`src/rtl/gauss_filter_5x5_if.sv`:
```
// gauss_filter_5x5_if: window-in / pixel-out bundle for the 5x5 Gaussian stage (bypass port exists only with GAUSS_BYPASS_EN)
interface gauss_filter_5x5_if;
  logic         in_valid;
  logic [199:0] win;
`ifdef GAUSS_BYPASS_EN
  logic         bypass;
`endif
  logic         out_valid;
  logic [7:0]   out_pixel;
  logic         out_eol;
  logic         out_eof;
  modport master (
    output
`ifdef GAUSS_BYPASS_EN
      bypass,
`endif
      in_valid, win,
    input out_valid, out_pixel, out_eol, out_eof
  );
  modport slave (
    input
`ifdef GAUSS_BYPASS_EN
      bypass,
`endif
      in_valid, win,
    output out_valid, out_pixel, out_eol, out_eof
  );
endinterface

```
`src/rtl/gauss_filter_5x5.sv`:
```
// gauss_filter_5x5: 4-stage pipelined 5x5 Gaussian smoother with row/frame flags; GAUSS_BYPASS_EN adds a per-window centre-pixel bypass
module gauss_filter_5x5 #(
  parameter int IMAGE_WIDTH  = 512,
  parameter int IMAGE_HEIGHT = 512
) (
  input logic clk,
  input logic rst,
  gauss_filter_5x5_if.slave bus
);
  localparam int OUT_WIDTH  = IMAGE_WIDTH - 4;
  localparam int OUT_HEIGHT = IMAGE_HEIGHT - 4;
  localparam int CW = $clog2(OUT_WIDTH + 1);
  localparam int RW = $clog2(OUT_HEIGHT + 1);
  localparam logic [3:0] COEF [25] = '{
    4'd2, 4'd4,  4'd5,  4'd4,  4'd2,
    4'd4, 4'd9,  4'd12, 4'd9,  4'd4,
    4'd5, 4'd12, 4'd15, 4'd12, 4'd5,
    4'd4, 4'd9,  4'd12, 4'd9,  4'd4,
    4'd2, 4'd4,  4'd5,  4'd4,  4'd2
  };

  // The kernel only uses a handful of coefficients, so shift-add keeps multipliers out of the datapath
  function automatic logic [11:0] cmul(input logic [7:0] p, input logic [3:0] c);
    logic [11:0] x;
    x = {4'd0, p};
    return c == 4'd2  ? x << 1 :
           c == 4'd4  ? x << 2 :
           c == 4'd5  ? (x << 2) + x :
           c == 4'd9  ? (x << 3) + x :
           c == 4'd12 ? (x << 3) + (x << 2) :
                        (x << 4) - x;
  endfunction

  logic        byp_in;
  logic [11:0] p1 [25];
  logic [13:0] r2 [5];
  logic [15:0] s3;
  logic [23:0] scaled;
  logic [7:0]  c1, c2, c3, px4;
  logic        b1, b2, b3;
  logic        v1, v2, v3, v4;
  logic [CW-1:0] col;
  logic [RW-1:0] row;
  logic        last_col, last_row;

`ifdef GAUSS_BYPASS_EN
  assign byp_in = bus.bypass;
`else
  assign byp_in = 1'b0;
`endif

  // S1: coefficient products, plus the centre pixel and bypass choice travelling alongside
  always_ff @(posedge clk or posedge rst)
    if (rst) begin
      v1 <= 1'b0;
      c1 <= '0;
      b1 <= 1'b0;
      for (int k = 0; k < 25; k++) p1[k] <= '0;
    end else begin
      v1 <= bus.in_valid;
      c1 <= bus.win[103:96];
      b1 <= byp_in;
      for (int k = 0; k < 25; k++) p1[k] <= cmul(bus.win[8*k +: 8], COEF[k]);
    end

  // S2: one partial sum per kernel row
  always_ff @(posedge clk or posedge rst)
    if (rst) begin
      v2 <= 1'b0;
      c2 <= '0;
      b2 <= 1'b0;
      for (int j = 0; j < 5; j++) r2[j] <= '0;
    end else begin
      v2 <= v1;
      c2 <= c1;
      b2 <= b1;
      for (int j = 0; j < 5; j++)
        r2[j] <= 14'(p1[5*j]) + 14'(p1[5*j+1]) + 14'(p1[5*j+2]) + 14'(p1[5*j+3]) + 14'(p1[5*j+4]);
    end

  // S3: full weighted sum, at most 255*159
  always_ff @(posedge clk or posedge rst)
    if (rst) begin
      v3 <= 1'b0;
      c3 <= '0;
      b3 <= 1'b0;
      s3 <= '0;
    end else begin
      v3 <= v2;
      c3 <= c2;
      b3 <= b2;
      s3 <= 16'(r2[0]) + 16'(r2[1]) + 16'(r2[2]) + 16'(r2[3]) + 16'(r2[4]);
    end

  // Divide by 159 as a rounded multiply by 103/16384
  assign scaled = (24'(s3) * 24'd103 + 24'd8192) >> 14;

  // S4: normalise and saturate, or pass the centre pixel through when bypassed
  always_ff @(posedge clk or posedge rst)
    if (rst) begin
      v4  <= 1'b0;
      px4 <= '0;
    end else begin
      v4  <= v3;
      px4 <= b3 ? c3 : (|scaled[23:8] ? 8'hFF : scaled[7:0]);
    end

  assign last_col = col == CW'(OUT_WIDTH - 1);
  assign last_row = row == RW'(OUT_HEIGHT - 1);

  // Output register and raster position tracking; flags only ever accompany a valid pixel
  always_ff @(posedge clk or posedge rst)
    if (rst) begin
      bus.out_valid <= 1'b0;
      bus.out_pixel <= '0;
      bus.out_eol   <= 1'b0;
      bus.out_eof   <= 1'b0;
      col <= '0;
      row <= '0;
    end else begin
      bus.out_valid <= v4;
      bus.out_pixel <= px4;
      bus.out_eol   <= v4 && last_col;
      bus.out_eof   <= v4 && last_col && last_row;
      if (v4) begin
        col <= last_col ? '0 : col + CW'(1);
        if (last_col) row <= last_row ? '0 : row + RW'(1);
      end
    end
endmodule

```
`src/flat_wrapper.sv`:
```
// flat-port wrapper written by rule: the top's interface ports become plain ports
module gauss_filter_5x5_flat 
#(
  parameter int IMAGE_WIDTH  = 512,
  parameter int IMAGE_HEIGHT = 512
)
  (clk, rst, bus_in_valid, bus_win, bus_out_valid, bus_out_pixel, bus_out_eol, bus_out_eof);
  gauss_filter_5x5_if bus_i ();
  input logic clk;
  input logic rst;
  input wire logic [$bits(bus_i.in_valid)-1:0] bus_in_valid;
  input wire logic [$bits(bus_i.win)-1:0] bus_win;
  output wire logic [$bits(bus_i.out_valid)-1:0] bus_out_valid;
  output wire logic [$bits(bus_i.out_pixel)-1:0] bus_out_pixel;
  output wire logic [$bits(bus_i.out_eol)-1:0] bus_out_eol;
  output wire logic [$bits(bus_i.out_eof)-1:0] bus_out_eof;
  assign bus_i.in_valid = bus_in_valid;
  assign bus_i.win = bus_win;
  assign bus_out_valid = bus_i.out_valid;
  assign bus_out_pixel = bus_i.out_pixel;
  assign bus_out_eol = bus_i.out_eol;
  assign bus_out_eof = bus_i.out_eof;
  gauss_filter_5x5 #(.IMAGE_WIDTH(IMAGE_WIDTH), .IMAGE_HEIGHT(IMAGE_HEIGHT)) u_core (.clk(clk), .rst(rst), .bus(bus_i));
endmodule
```
`config.mk`:
```
export PLATFORM = sky130hd
export DESIGN_NAME = gauss_filter_5x5_flat
export DESIGN_NICKNAME = d
export VERILOG_FILES = /design/src/rtl/gauss_filter_5x5_if.sv /design/src/rtl/gauss_filter_5x5.sv /design/src/flat_wrapper.sv
export SDC_FILE = /design/constraint.sdc
export NUM_CORES = 1
export LEC_CHECK = 0
export ABC_CLOCK_PERIOD_IN_PS = 13700
export BUFFER_PORTS_ARGS = -buffer_cell sky130_fd_sc_hd__buf_2
export CAP_MARGIN = 25
export CORE_MARGIN = 5
export CORE_UTILIZATION = 56
export CTS_BUF_LIST = sky130_fd_sc_hd__clkbuf_8
export DETAILED_ROUTE_END_ITERATION = 16
export PLACE_DENSITY = 0.84
export SETUP_SLACK_MARGIN = 0.3
export SKIP_CTS_REPAIR_TIMING = 1
export SLEW_MARGIN = 40
export SYNTH_ARGS = -nofsm -noshare
export SYNTH_HDL_FRONTEND = slang
export SYNTH_SLANG_ARGS = --single-unit
```
`constraint.sdc`:
```
create_clock -name clk -period 13.7 [get_ports clk]
set_input_delay 3.425 -clock clk [delete_from_list [all_inputs] [get_ports clk]]
set_output_delay 3.425 -clock clk [all_outputs]
set_load 0.02 [all_outputs]
```
### Word level (Yosys, flattened, before mapping)

Index checks and enable logic that the tools add are counted.

| operators by class | value |
|---|---|
| add/subtract/negate cells | 40 |
| equal/unequal tests | 2 |
| reduce and logical (&&, ||, !) cells | 4 |
| multiply operators | 1 |
| mux-type cells | 3 |

Operator list:

| operator | number |
|---|---|
| adder 11 x 10 -> 12 bit | 4 |
| adder 11 x 8 -> 12 bit | 4 |
| adder 10 x 8 -> 11 bit | 4 |
| adder 13 x 12 -> 14 bit | 3 |
| adder 14 x 12 -> 14 bit | 3 |
| adder 16 x 14 -> 16 bit | 2 |
| adder 13 x 10 -> 14 bit | 2 |
| adder 14 x 10 -> 14 bit | 2 |
| adder 14 x 9 -> 14 bit | 2 |
| adder 10 x 12 -> 13 bit | 2 |
| adder 11 x 12 -> 13 bit | 2 |
| adder 23 x 14 -> 24 bit (second input constant) | 1 |
| multiplier 16 x 7 -> 23 bit (second input constant) | 1 |
| adder 9 x 10 -> 11 bit | 2 |
| adder 9 x 1 -> 9 bit (second input constant) | 2 |
| == test 9 bit (second input constant) | 2 |
| two-way mux 9 bit | 2 |
| adder 15 x 14 -> 16 bit | 1 |
| adder 14 x 14 -> 15 bit | 1 |
| adder 14 x 11 -> 14 bit | 1 |
| adder 12 x 12 -> 13 bit | 1 |
| subtractor 12 x 8 -> 12 bit | 1 |
| two-way mux 8 bit | 1 |
| logical AND 1 bit | 2 |
| other kinds (2) | 2 |

| word-level totals | value |
|---|---|
| logic and storage cells | 92 |
| output and inout bits | 11 |
| bits in registers | 378 |
| input bits | 203 |

### Logic depth before layout (Yosys ltp)

Gate-level depths: netlist of the first run.

| logic depth | value |
|---|---|
| depth after elaboration | 4 |
| depth in mapped cells | 16 |
| depth with buffers taken out | 16 |

### Least setup slack after synthesis of the first run

OpenSTA, ideal clock, no wires.

| path | value |
|---|---|
| kind | input-to-reg |
| start point | input bus_win[57] |
| end point | register u_core.p1[214] in the netlist's numbering |
| setup time | 0.128 ns |
| buffers on the path | 0 |
| data required time | 13.572 ns |
| data arrival time | 4.659 ns |
| setup slack | 8.913 ns |
| stages | 8 |
| cells stage by stage | ha_1 -> a21o_1 -> a21oi_1 -> o21bai_1 -> a21o_1 -> a21oi_1 -> o21bai_1 -> xor2_1 |

| on the way | value |
|---|---|
| longest elaborated chain between the ends | 1 |

RTL lines:

| what | line | source |
|---|---|---|
| from (decl) | flat_wrapper.sv:12 | `input wire logic [$bits(bus_i.win)-1:0] bus_win;` |
| adder 11 x 10 -> 12 bit | gauss_filter_5x5.sv:30 | `c == 4'd12 ? (x << 3) + (x << 2) :` |
| to (decl) | gauss_filter_5x5.sv:35 | `logic [11:0] p1 [25];` |

No other way between the ends.
A chain may end at the register's enable or synchronous reset.

### Final worst setup path of the first run

| path | value |
|---|---|
| start point | register u_core.s3[5] |
| end point | register u_core.px4[0] |

| on the way | value |
|---|---|
| longest elaborated chain between the ends | 4 |

RTL lines:

| what | line | source |
|---|---|---|
| from (decl) | gauss_filter_5x5.sv:37 | `logic [15:0] s3;` |
| from (signal assigned) | gauss_filter_5x5.sv:92 | `s3 <= 16'(r2[0]) + 16'(r2[1]) + 16'(r2[2]) + 16'(r2[3]) + 16'(r2[4]);` |
| multiplier 16 x 7 -> 23 bit * | gauss_filter_5x5.sv:96 | `assign scaled = (24'(s3) * 24'd103 + 24'd8192) >> 14;` |
| adder 23 x 14 -> 24 bit * | gauss_filter_5x5.sv:96 |  |
| OR reduction 2 bit | gauss_filter_5x5.sv:105 | `px4 <= b3 ? c3 : (\|scaled[23:8] ? 8'hFF : scaled[7:0]);` |
| two-way mux 8 bit * | gauss_filter_5x5.sv:105 |  |
| to (signal assigned) | gauss_filter_5x5.sv:105 |  |
| to (decl) | gauss_filter_5x5.sv:39 | `logic [7:0] c1, c2, c3, px4;` |

Mark *: on every way between the ends. The rest lies on a longest branch, timed or not.

==> results by stage, run 1 <==
Status:
- The flow ran to the end, and the final reports show no timing, DRC or antenna violations.

Critical path:
- The nature of the critical path endpoint is a register.
- The category of the most critical setup path is reg2reg.
- The worst register-to-register path begins at u_core.s3[5].
- The worst register-to-register path has a depth of 15.
- In this run the worst path has a maximum fanout of 7.
- The capturing point of the worst reg2reg path is u_core.px4[0].
- Setup slack on the worst reg-to-reg path comes out at 8.79 ns.
- The sort of element at the start of the critical path is a register.
- Data arrives at the worst endpoint at 5.38 ns.
- The endpoint required time on the critical path is approximately 14 ns.

CTS:
- The clock transition at the registers of the reported paths is 0.06 ns.
- The longest clock path from root to sink contains 3 buffers.
- The total number of clock tree sinks is approximately 370.
- The root buffer cell chosen for the clock tree is sky130_fd_sc_hd__clkbuf_8.
- The clock tree from TritonCTS is done.
- The clock insertion delay at the later pin of the skew report is 0.63 ns.
- CTS built an H-tree with a depth of 2.
- In this run, CTS created clock tree buffers numbering 58.

Yosys:
- Yosys mapped the design onto 66 distinct sky130hd cell types.
- Yosys mapped a number of flops with a built-in enable equal to 0.
- After synthesis the netlist holds a flip-flop and latch count of 365.
- Among all flip-flop cells after synthesis, the most frequent one is sky130_fd_sc_hd__dfrtp_1.
- The mean cell area of the mapped netlist is 12.8 sq um.
- The share of synthesized flip-flops with an asynchronous set or reset is 100%.
- The netlist area before placement is 21,700 sq um.
- The number of nets produced by synthesis is 2,376.
- The warning count from the yosys run is 0.
- The cell count after synthesis is 1,699.
- Of the synthesized area, sequential elements account for between 40 and 50%.

Timing:
- Setup repair after global routing left no endpoint under its margin.
- The hold violation count in the final report is 0.
- In this run the tightest slew margin relative to its limit is 51.6%.
- The final setup skew is 0.0413 ns.
- Summed over all failing endpoints, the final setup total negative slack is 0 ns.
- The total count of max-transition violations in the final report was 0.
- Setup violations remaining at the end of the flow were counted as 0.
- The upper clock frequency limit is 204 MHz.
- For the pin with the worst max-slew slack, the measured transition is roughly 0.73 ns.
- The part of the cycle the worst path needs is 35.8%.
- The worst path in the final design needs a cycle of roughly 4.9 ns, including I/O delays and setup.

Place:
- The global placer's final weighted congestion is ~0.87.
- The number of input and output port buffers inserted is between 200 and 250.
- The post-detailed-placement half-perimeter wirelength is 34,100 microns.

Detailed routing:
- In the detailed route, the total length drawn on met2 is between 20,000 and 25,000 microns.
- After detailed routing, the number of vias per cell comes to between 5 and 6.
- After detailed routing, the number of remaining DRC violations is 0.
- The routed wirelength normalized by instance count is about 17 microns.
- The detailed router placed 13,100 vias in this run.
- The highest layer used for signal routing is met5.
- The count of nets left with antenna violations after detail routing is 0.
- The wire length after detailed routing is between 40,000 and 50,000 microns.
- The routed design uses 1570 microns of met3 wire.
- The detailed router's first-iteration violation count is 494.
- The detailed router put a total of 16,100 microns of wire on met1.
- For this run, the detailed router's first-pass iteration total came to 7.

Flow run:
- The count of maximum capacitance violations is 0.

Floorplanning:
- The starting utilization of the core area is a little under three fifths.
- The region available for standard cell placement spans 38,600 sq um.
- The floorplan step defined a die boundary enclosing approximately 43,000 sq um.
- Pin placement for this block handled 214 I/O pins.
- In this run the horizontal extent of the chip is 207 microns.
- The floorplan has 72 rows.
- The height of the die is 207 microns.

Final layout:
- The share of post-route cells with drive strength above 1 is between 10% and 20%.
- The multi-input combinational cells in the finished layout cover a total of 11,700 sq um.
- Cells fill a little under two thirds of the core in the end.
- The library cells used most frequently in the layout, excluding fill and tap cells, are 365 x sky130_fd_sc_hd__dfrtp_1, 259 x sky130_fd_sc_hd__ha_1, 250 x sky130_fd_sc_hd__inv_1, 215 x sky130_fd_sc_hd__fa_1, 213 x sky130_fd_sc_hd__buf_2.
- The most common cell after layout, fill and taps aside is sky130_fd_sc_hd__dfrtp_1.
- The total number of nets in the final design is 2,650.
- Registers take slightly above 9000 sq um.
- The area added between synthesis and finish is 13.5%.
- The number of fillers in the final layout is roughly 2,800.

Worst hold path:
- The depth of the worst hold-timing path is 0.
- The worst hold path belongs to the class reg2reg.
- For hold timing, the worst endpoint is u_core.r2[0].
- In this run the most critical hold path is launched from u_core.p1[24].

Global route:
- The pin count of the biggest net entering global routing is 85.
- The combined global-route utilization of all metal layers is 20.8%.
- The first global-routing pass estimated 70,700 microns of wire.
- The number of antenna violations at the first check in global routing is 2.
- The residual overflow from global routing is 0.
- The via count of the first global-routing pass is 14,700.
state kept, by name, indices dropped and copies added (netlist names), 8 cells and up:
signal                flops
u_core.p1               240
u_core.r2                68
u_core.row                9
u_core.px4                8
u_core.col                9
u_core.s3                16
u_core.bus.out_pixel      8
worst max-delay path, stage by stage, from the launching register on:
cell and delay (ns):
sky130_fd_sc_hd__dfrtp_1 0.47, sky130_fd_sc_hd__ha_1 0.39, sky130_fd_sc_hd__xor2_1 0.19, sky130_fd_sc_hd__ha_1 0.30, sky130_fd_sc_hd__fa_1 0.56, sky130_fd_sc_hd__inv_1 0.06, sky130_fd_sc_hd__fa_1 0.53, sky130_fd_sc_hd__inv_1 0.04
sky130_fd_sc_hd__ha_1 0.35, sky130_fd_sc_hd__a211oi_2 0.36, sky130_fd_sc_hd__nand2b_1 0.12, sky130_fd_sc_hd__nor4_2 0.20, sky130_fd_sc_hd__o21ai_0 0.21, sky130_fd_sc_hd__a21oi_1 0.25, sky130_fd_sc_hd__mux2i_1 0.52, sky130_fd_sc_hd__o21ai_0 0.20
cells in the mapped netlist (5+ instances only):
cell / instances / area, sq um
sky130_fd_sc_hd__and3_1: 10 / 62.6
sky130_fd_sc_hd__a21oi_1: 79 / 395
sky130_fd_sc_hd__a21boi_0: 5 / 37.5
sky130_fd_sc_hd__o21bai_1: 36 / 270
sky130_fd_sc_hd__ha_1: 259 / 3240
sky130_fd_sc_hd__nor2b_1: 21 / 131
sky130_fd_sc_hd__nor3_1: 17 / 85.1
sky130_fd_sc_hd__nand4_1: 9 / 56.3
sky130_fd_sc_hd__nor2_1: 40 / 150
sky130_fd_sc_hd__nand3_1: 12 / 60.1
sky130_fd_sc_hd__xor2_1: 51 / 447
sky130_fd_sc_hd__nor3b_1: 7 / 52.6
sky130_fd_sc_hd__a21o_1: 54 / 405
sky130_fd_sc_hd__dfrtp_1: 365 / 9130
sky130_fd_sc_hd__xnor2_1: 93 / 815
sky130_fd_sc_hd__fa_1: 215 / 4300
sky130_fd_sc_hd__nand2b_1: 9 / 56.3
sky130_fd_sc_hd__o21ai_0: 43 / 215
sky130_fd_sc_hd__nand2_1: 48 / 180
sky130_fd_sc_hd__inv_1: 237 / 890
sky130_fd_sc_hd__a31oi_1: 5 / 31.3
sky130_fd_sc_hd__a211oi_1: 5 / 37.5
layout make-up:
cell class / instances / area share (%)
Antenna cell: 1 / 0.0101
Clock buffer: 74 / 4.13
Clock inverter: 24 / 0.669
Inverter: 237 / 3.62
Multi-Input combinational cell: 1093 / 47.4
Sequential cell: 365 / 37.0
Tap cell: 518 / 2.63
Timing Repair Buffer: 218 / 4.54
worst max-delay path by stage:
stage                             from                 end  slack [ns]  cells past startpoint
after floorplan                    rst  u_core.bus.out_eof        5.38                      1
after global placement             rst      u_core.p1[128]        8.01                      4
after detailed placement           rst       u_core.col[0]        8.13                      4
after CTS                 u_core.s3[5]       u_core.px4[0]        8.78                     15
after global routing      u_core.s3[5]       u_core.px4[0]        8.44                     15
final                     u_core.s3[5]       u_core.px4[0]        8.79                     15
logic make-up (layout without fill, tap and decap cells):
logic type / count (synthesis) / in the layout / share of synthesized area (%)
adders and majority gates: 474 / 474 / 34.7
buffers and inverters: 241 / 553 / 4.17
DFF: 365 / 365 / 42.0
and+or+nand+nor: 195 / 195 / 4.61
other: 0 / 1 / 0
muxes: 6 / 6 / 0.311
AOI/OAI and AO/OA: 274 / 274 / 8.36
xor gates and xnor gates: 144 / 144 / 5.80
metal layers:
metal  track usage (%)  vias to the layer above
li1                  -                     6162
met1              25.1                     6552
met2              37.8                      259
met3              3.64                       99
met4              7.18                        2
met5                 0                        -
through the flow:
stage               setup WS [ns]  area, sq um  std cells  hold WS [ns]
CTS                          8.78        24700       2529         0.294
floorplan                    5.38        21700       1699         0.331
finish                       8.79        24700       2530         0.311
global route                 8.44        24700       2530         0.326
global placement             8.01        23500       2431         0.331
detailed placement           8.13        23500       2431         0.335
Power of run 1 is not shown: default switching activity piles up to over one toggle a cycle in this logic, so the estimate is an artifact.
==> run 2: changes to the inputs <==
ABC_CLOCK_PERIOD_IN_PS = 5100   (was 13700)
CORE_UTILIZATION = 61   (was 56)
PLACE_DENSITY = 0.87   (was 0.84)
clock period = 5.1 ns   (was 13.7 ns; I/O delays follow)
==> results by stage, run 2 (same netlist as run 1, synthesis figures left out) <==
Final layout:
- Compared with the post-synthesis result, the final layout area differs by 14.2%.
- The library cells used most frequently in the layout, excluding fill and tap cells, are 365 x sky130_fd_sc_hd__dfrtp_1, 259 x sky130_fd_sc_hd__ha_1, 255 x sky130_fd_sc_hd__inv_1, 215 x sky130_fd_sc_hd__fa_1, 213 x sky130_fd_sc_hd__buf_2.
- At the end of the flow the core is filled with cells to 70.1%.
- Leaving out fill and tap cells, the most frequent cell in the layout is sky130_fd_sc_hd__dfrtp_1.
- The register with the most flip-flops in the layout has 240 of them.
- The register with the highest flop count is u_core.p1.
- The number of antenna diodes in the final layout is 0.
- In the final design database the tool counted about 2,700 nets.
- The share of post-route cells with drive strength above 1 is 16.5%.
- The largest registers in the layout are u_core.p1 (240), u_core.r2 (68), u_core.s3 (16).

Timing:
- The total count of max-transition violations in the final report is 0.
- The max-slew headroom at the worst pin is 60.8%.
- The part of the cycle the worst path needs is 88.8%.
- Based on the critical path, the design can be clocked at up to 221 MHz.
- Hold is met by 0.346 ns.
- Setup repair after global routing left no endpoint under its margin.
- Setup violations remaining at the end of the flow were counted as 0.
- The minimum clock period is ~4.5 ns.
- The sum of negative setup slack is 0 ns.
- At the pin with the least slew margin, the transition time is about 0.58 ns.
- The clock arrives with roughly 0.029 ns of skew.
- The worst path meets setup with 0.571 ns of slack.
- The hold violation count in the final report is 0.

Floorplanning:
- The I/O pin total is 214.
- The initialized floorplan defines between 60 and 70 standard-cell rows.
- The height of the die is 199 microns.
- The die covers 39,500 sq um.
- The area of the core region is around 35,000 sq um.
- The starting utilization of the core area is about 61%.
- The die is between 150 and 200 microns wide.

CTS:
- At the later pin of the worst-skew pair, clock insertion delay measures between 0.6 and 0.7 ns.
- TritonCTS built the clock tree.
- The clock transition at the registers of the reported paths is approximately 0.06 ns.
- The clock passes through at most 3 buffers.
- The total number of clock tree sinks is 365.
- The number of levels the H-tree was split into is 2.
- The clock root buffer is sky130_fd_sc_hd__clkbuf_8.
- Clock tree synthesis inserted a total of 59 buffers.

Place:
- The worst slack at placement is 0.448 ns.
- Input and output buffers added on the ports amount to 213.
- The post-detailed-placement half-perimeter wirelength is approximately 35,000 microns.
- The congestion estimate from routability-driven global placement came to roughly 0.9.

Global route:
- The residual overflow from global routing is 0.
- The via count of the first global-routing pass came to between 15,000 and 20,000.
- The number of antenna violations at the first check in global routing is 1.
- The combined global-route utilization of all metal layers is 23.3%.
- The first global-routing pass estimated 73,200 microns of wire.
- The pin count of the biggest net entering global routing is 102.

Detailed routing:
- For this run, the detailed router's first-pass iteration total came to 8.
- The wire length after detailed routing is ~44,000 microns.
- Across all layers, the routed design uses between 10,000 and 15,000 vias.
- The count of nets left with antenna violations once routing finished came out at 0.
- After detailed routing, the number of remaining DRC violations is 0.
- The ratio of routed vias to standard cells is 5.36.
- After the first detailed-routing iteration, the DRC count stood at roughly 570.
- The routed wirelength normalized by instance count is between 15 and 20 microns.

Critical path:
- The signal on the critical path passes through ha_1 > xor2_1 > ha_1 > fa_1 > inv_1 > fa_1 > inv_1 > ha_1 > a211oi_4 > nand2b_1 > nor4_2 > o21ai_0 > a21oi_1 > mux2i_2 > buf_4 > o2111ai_1.
- The launch instance of the worst register-to-register path is u_core.s3[5].
- The slowest stage of the critical path belongs to the cell sky130_fd_sc_hd__fa_1.
- The highest net fanout along the worst path is 6.
- Tracing the worst setup path back leads to its startpoint at u_core.s3[5].
- The nature of the critical path endpoint is a register.
- The arrival time at the worst endpoint is ~5 ns.
- By startpoint and endpoint, the worst setup path is classified as reg2reg.
- In this design, the stage delay of the slowest critical-path cell is 0.53 ns.
- The number of cells on the worst reg-to-reg path is 16.
- The worst-case register-to-register setup slack is 0.57 ns.
- The endpoint identified for the worst register-to-register timing path is u_core.px4[6].
- At the worst endpoint, the required time is 5.58 ns.
- The critical path ends at u_core.px4[6].
- The sort of element at the start of the critical path is a register.
- The most common cell type on the critical path is sky130_fd_sc_hd__ha_1.

Worst hold path:
- The path class of the tightest hold or removal check is reg2reg.
- Counting instances, the worst hold path has a depth of 0.

Flow run:
- The count of maximum capacitance violations is 0.

Status:
- The run finished with clean final reports.
run 2: cell type report:
type | instances | area [sq um]
Clock buffer | 74 | 1020
Clock inverter | 34 | 313
Fill cell | 2367 | 10600
Inverter | 237 | 893
Multi-Input combinational cell | 1093 | 11700
Sequential cell | 365 | 9130
Tap cell | 461 | 577
Timing Repair Buffer | 221 | 1180
run 2: through the flow:
stage | instance area [sq um] | instances
final | 24800 | 2485
after global routing | 24800 | 2485
after CTS | 24800 | 2484
after detailed placement | 23500 | 2376
after global placement | 23400 | 2375
after floorplan | 21700 | 1699
run 2: worst max-delay path: cells and delay by family (launching register included):
kind,cells,cell delay (ns)
xor+xnor,1,0.19
mux,1,0.28
fa+ha+maj,5,2.12
flops,1,0.46
compound gates,4,0.81
simple gates,2,0.29
buf+inv,3,0.26
run 2: worst min path at each step:
stage | end | slack (ns) | start
6_report | u_core.bus.out_pixel[0] | 0.35 | u_core.px4[0]
3_3_place_gp | u_core.v3 | 0.33 | u_core.v2
2_1_floorplan | u_core.bus.out_pixel[0] | 0.33 | u_core.px4[0]
4_1_cts | u_core.bus.out_pixel[0] | 0.35 | u_core.px4[0]
5_1_grt | u_core.v2 | 0.35 | u_core.v1
3_5_place_dp | u_core.bus.out_pixel[0] | 0.33 | u_core.px4[0]
run 2: metal layers:
layer / vias to the layer above / share of wire, % / routed length, microns / track usage [%]
li1: 6163 / - / - / -
met1: 6701 / 39 / 17100 / 28.3
met2: 341 / 54 / 23800 / 41.9
met3: 122 / 3.7 / 1650 / 3.68
met4: 2 / 3.8 / 1690 / 9.27
met5: - / 0.029 / 13 / 0
Power of run 2 is left out for the same reason.
==> run 3: changes to the inputs <==
ABC_CLOCK_PERIOD_IN_PS = not set   (was 5100)
CORE_UTILIZATION = 56   (was 61)
PLACE_DENSITY = 0.84   (was 0.87)
clock period = 3.6 ns   (was 5.1 ns; I/O delays follow)
==> results by stage, run 3 (same netlist as run 1, synthesis figures left out) <==
Status:
- The run finished, with violations left.
- The checks that failed: setup timing.

Global route:
- The number of antenna violations at the first check in global routing is 1.
- The wire length of the first global-routing pass is 75,300 microns.
- The combined global-route utilization of all metal layers is 22.2%.
- Entering global routing, the biggest net connects 75 pins.
- The via count of the first global-routing pass is about 15,000.
- After global routing the overflow that remains totals 0.

Detailed routing:
- Dividing the detail-routed wire length by the instance count gives 18.3 microns.
- After detailed routing, the number of vias per cell comes to 5.27.
- For this run, design rule violations remaining after detail routing come to 0.
- The number of detailed-routing iterations run before antenna repair is 4.
- The detailed router's first-iteration violation count is 768.
- The count of nets left with antenna violations after detail routing is 0.
- The routed design has slightly below 50,000 microns of wire.
- Across all layers, the routed design uses between 10,000 and 15,000 vias.

Critical path:
- In this run the number of cells on the critical path is 19.
- For the worst setup path, the data required time is 4.13 ns.
- The library cell contributing the largest single delay on the critical path is sky130_fd_sc_hd__fa_1.
- Along the worst path, the maximum fanout reaches 3.
- The category of cells accounting for the largest share of critical-path delay is adder cells.
- Walking the worst path, the cells encountered are buf_4 > ha_4 > buf_4 > ha_1 > a21o_1 > fa_1 > inv_1 > fa_1 > inv_2 > ha_4 > buf_4 > buf_4 > a211oi_1 > o21bai_1 > a221oi_1 > o21ai_0 > nor2_1 > xor2_1 > nand2_1.
- The most common cell type on the critical path is sky130_fd_sc_hd__buf_4.
- The number of cells on the worst reg-to-reg path is 19.
- The sort of element at the start of the critical path is a register.
- The largest single stage delay on the critical path is 0.56 ns.
- The category of the most critical setup path is reg2reg.
- The worst-case register-to-register setup slack is -0.66 ns.
- The number of buffer and inverter instances along the worst setup path is 6.
- For the worst setup path, the data arrival time is about 4.8 ns.
- The nature of the critical path endpoint is a register.

CTS:
- The clock transition at the registers of the reported paths is 0.07 ns.
- The clock tree from TritonCTS is done.
- The total number of clock tree sinks is 365.
- The number of levels the H-tree was split into is 2.
- The root buffer cell chosen for the clock tree is sky130_fd_sc_hd__clkbuf_8.
- The later pin in the worst-skew pair is clocked with a latency of 0.64 ns.
- The maximum clock path buffer count is 3.
- The number of clock buffers added by TritonCTS is 59.

Floorplanning:
- Pin placement for this block handled 214 I/O pins.
- The area of the die is 42,800 sq um.
- The initial utilization of the core area, before any placement, comes to a little under three fifths.
- The total area inside the core boundary comes to 38,600 sq um.
- From bottom edge to top edge, the die measures 207 microns.
- The die extent in x is 207 microns.
- The number of cell rows is 72.

Timing:
- The upper clock frequency limit is roughly 230 MHz.
- The worst hold margin is 0.338 ns.
- The total count of max-transition violations in the final report was 0.
- The clock arrives with between 0.02 and 0.025 ns of skew.
- Setup repair after global routing could not meet its margin everywhere.
- The final setup slack of the worst path is -0.657 ns.
- The number of failing setup endpoints in the final timing report is 17.
- The part of the cycle the worst path needs is 118%.
- The minimum clock period is 4.26 ns.
- The slew of the pin with the lowest slew margin is 0.618 ns.
- The hold violation count in the final report is 0.
- Measured against its own limit, the worst slew margin works out to 58.4%.

Final layout:
- In the layout the commonest cells are 360 x sky130_fd_sc_hd__dfrtp_1, 233 x sky130_fd_sc_hd__inv_1, 231 x sky130_fd_sc_hd__ha_1, 213 x sky130_fd_sc_hd__buf_2, 202 x sky130_fd_sc_hd__fa_1.
- At the end of the flow, the number of nets in the layout was 2,761.
- The most common cell after layout, fill and taps aside is sky130_fd_sc_hd__dfrtp_1.
- The register with the most flip-flops in the layout has 240 of them.
- The largest registers in the layout are u_core.p1 (240), u_core.r2 (68), u_core.s3 (16).
- The area growth from synthesis to layout is 21.9%.
- The share of post-route cells with drive strength above 1 is 27.3%.
- Fill cells in the final layout number approximately 2,600.
- The register with the highest flop count is u_core.p1.

Worst hold path:
- In this run the worst hold path is classified as in2async.

Place:
- The post-detailed-placement half-perimeter wirelength is 36,100 microns.
- The worst slack at placement is -0.850 ns.
- The global placer's final weighted congestion is between 0.8 and 0.9.
- In this run the tool buffered the top-level ports with between 200 and 250 buffer cells.

Flow run:
- The count of maximum capacitance violations is 0.
==> run 3: changes by cell type in the layout (fill, tap and decap cells not counted), sizes merged <==
| cell | before | now |
|---|---|---|
| clkbuf | 74 | 78 |
| bufinv | 6 | 4 |
| clkinvlp | 3 | 2 |
| diode | 0 | 1 |
| buf | 221 | 328 |
| clkinv | 6 | 11 |
| inv | 256 | 252 |
==> run 3: stage by stage <==
step                      cells  area, sq um  TNS, ns  util [%]
after floorplan            1699        21800  -805.63         -
after global placement     2521        24300    -5.50      63.1
after detailed placement   2521        24300    -7.14      63.1
after CTS                  2631        25600    -7.51      66.5
after global routing       2652        26500    -8.57      68.7
final                      2652        26500    -5.23      68.7
==> run 3: layout make-up <==
class,count,area (sq um),area share [%]
diodes,1,2.50,0.00945
clock buffers,78,1070,4.05
clock inverters,32,246,0.930
inverters,237,893,3.37
multi-input cells,1093,12500,47.0
flip-flops and latches,365,9140,34.5
well taps,518,648,2.45
repair buffers,328,2030,7.68
==> run 3: path summary, 6_finish.rpt <==
path	start	endpoint
max	u_core.s3[7]	u_core.px4[1]
min	rst	u_core.r2[57]
max reg2reg	u_core.s3[7]	u_core.px4[1]
min reg2reg	u_core.px4[5]	u_core.bus.out_pixel[5]
max in group asynchronous	rst	u_core.p1[196]
min in group clk	u_core.px4[5]	u_core.bus.out_pixel[5]
==> run 3: routing by layer <==
layer | GRT usage, % | vias to the layer above | wire length, microns
met2 | 41.1 | 360 | 26600
met3 | 3.61 | 142 | 1790
li1 | - | 6401 | -
met1 | 26.4 | 7083 | 18200
met5 | 0 | - | 0
met4 | 7.65 | 0 | 1950
Power of run 3 is left out for the same reason.
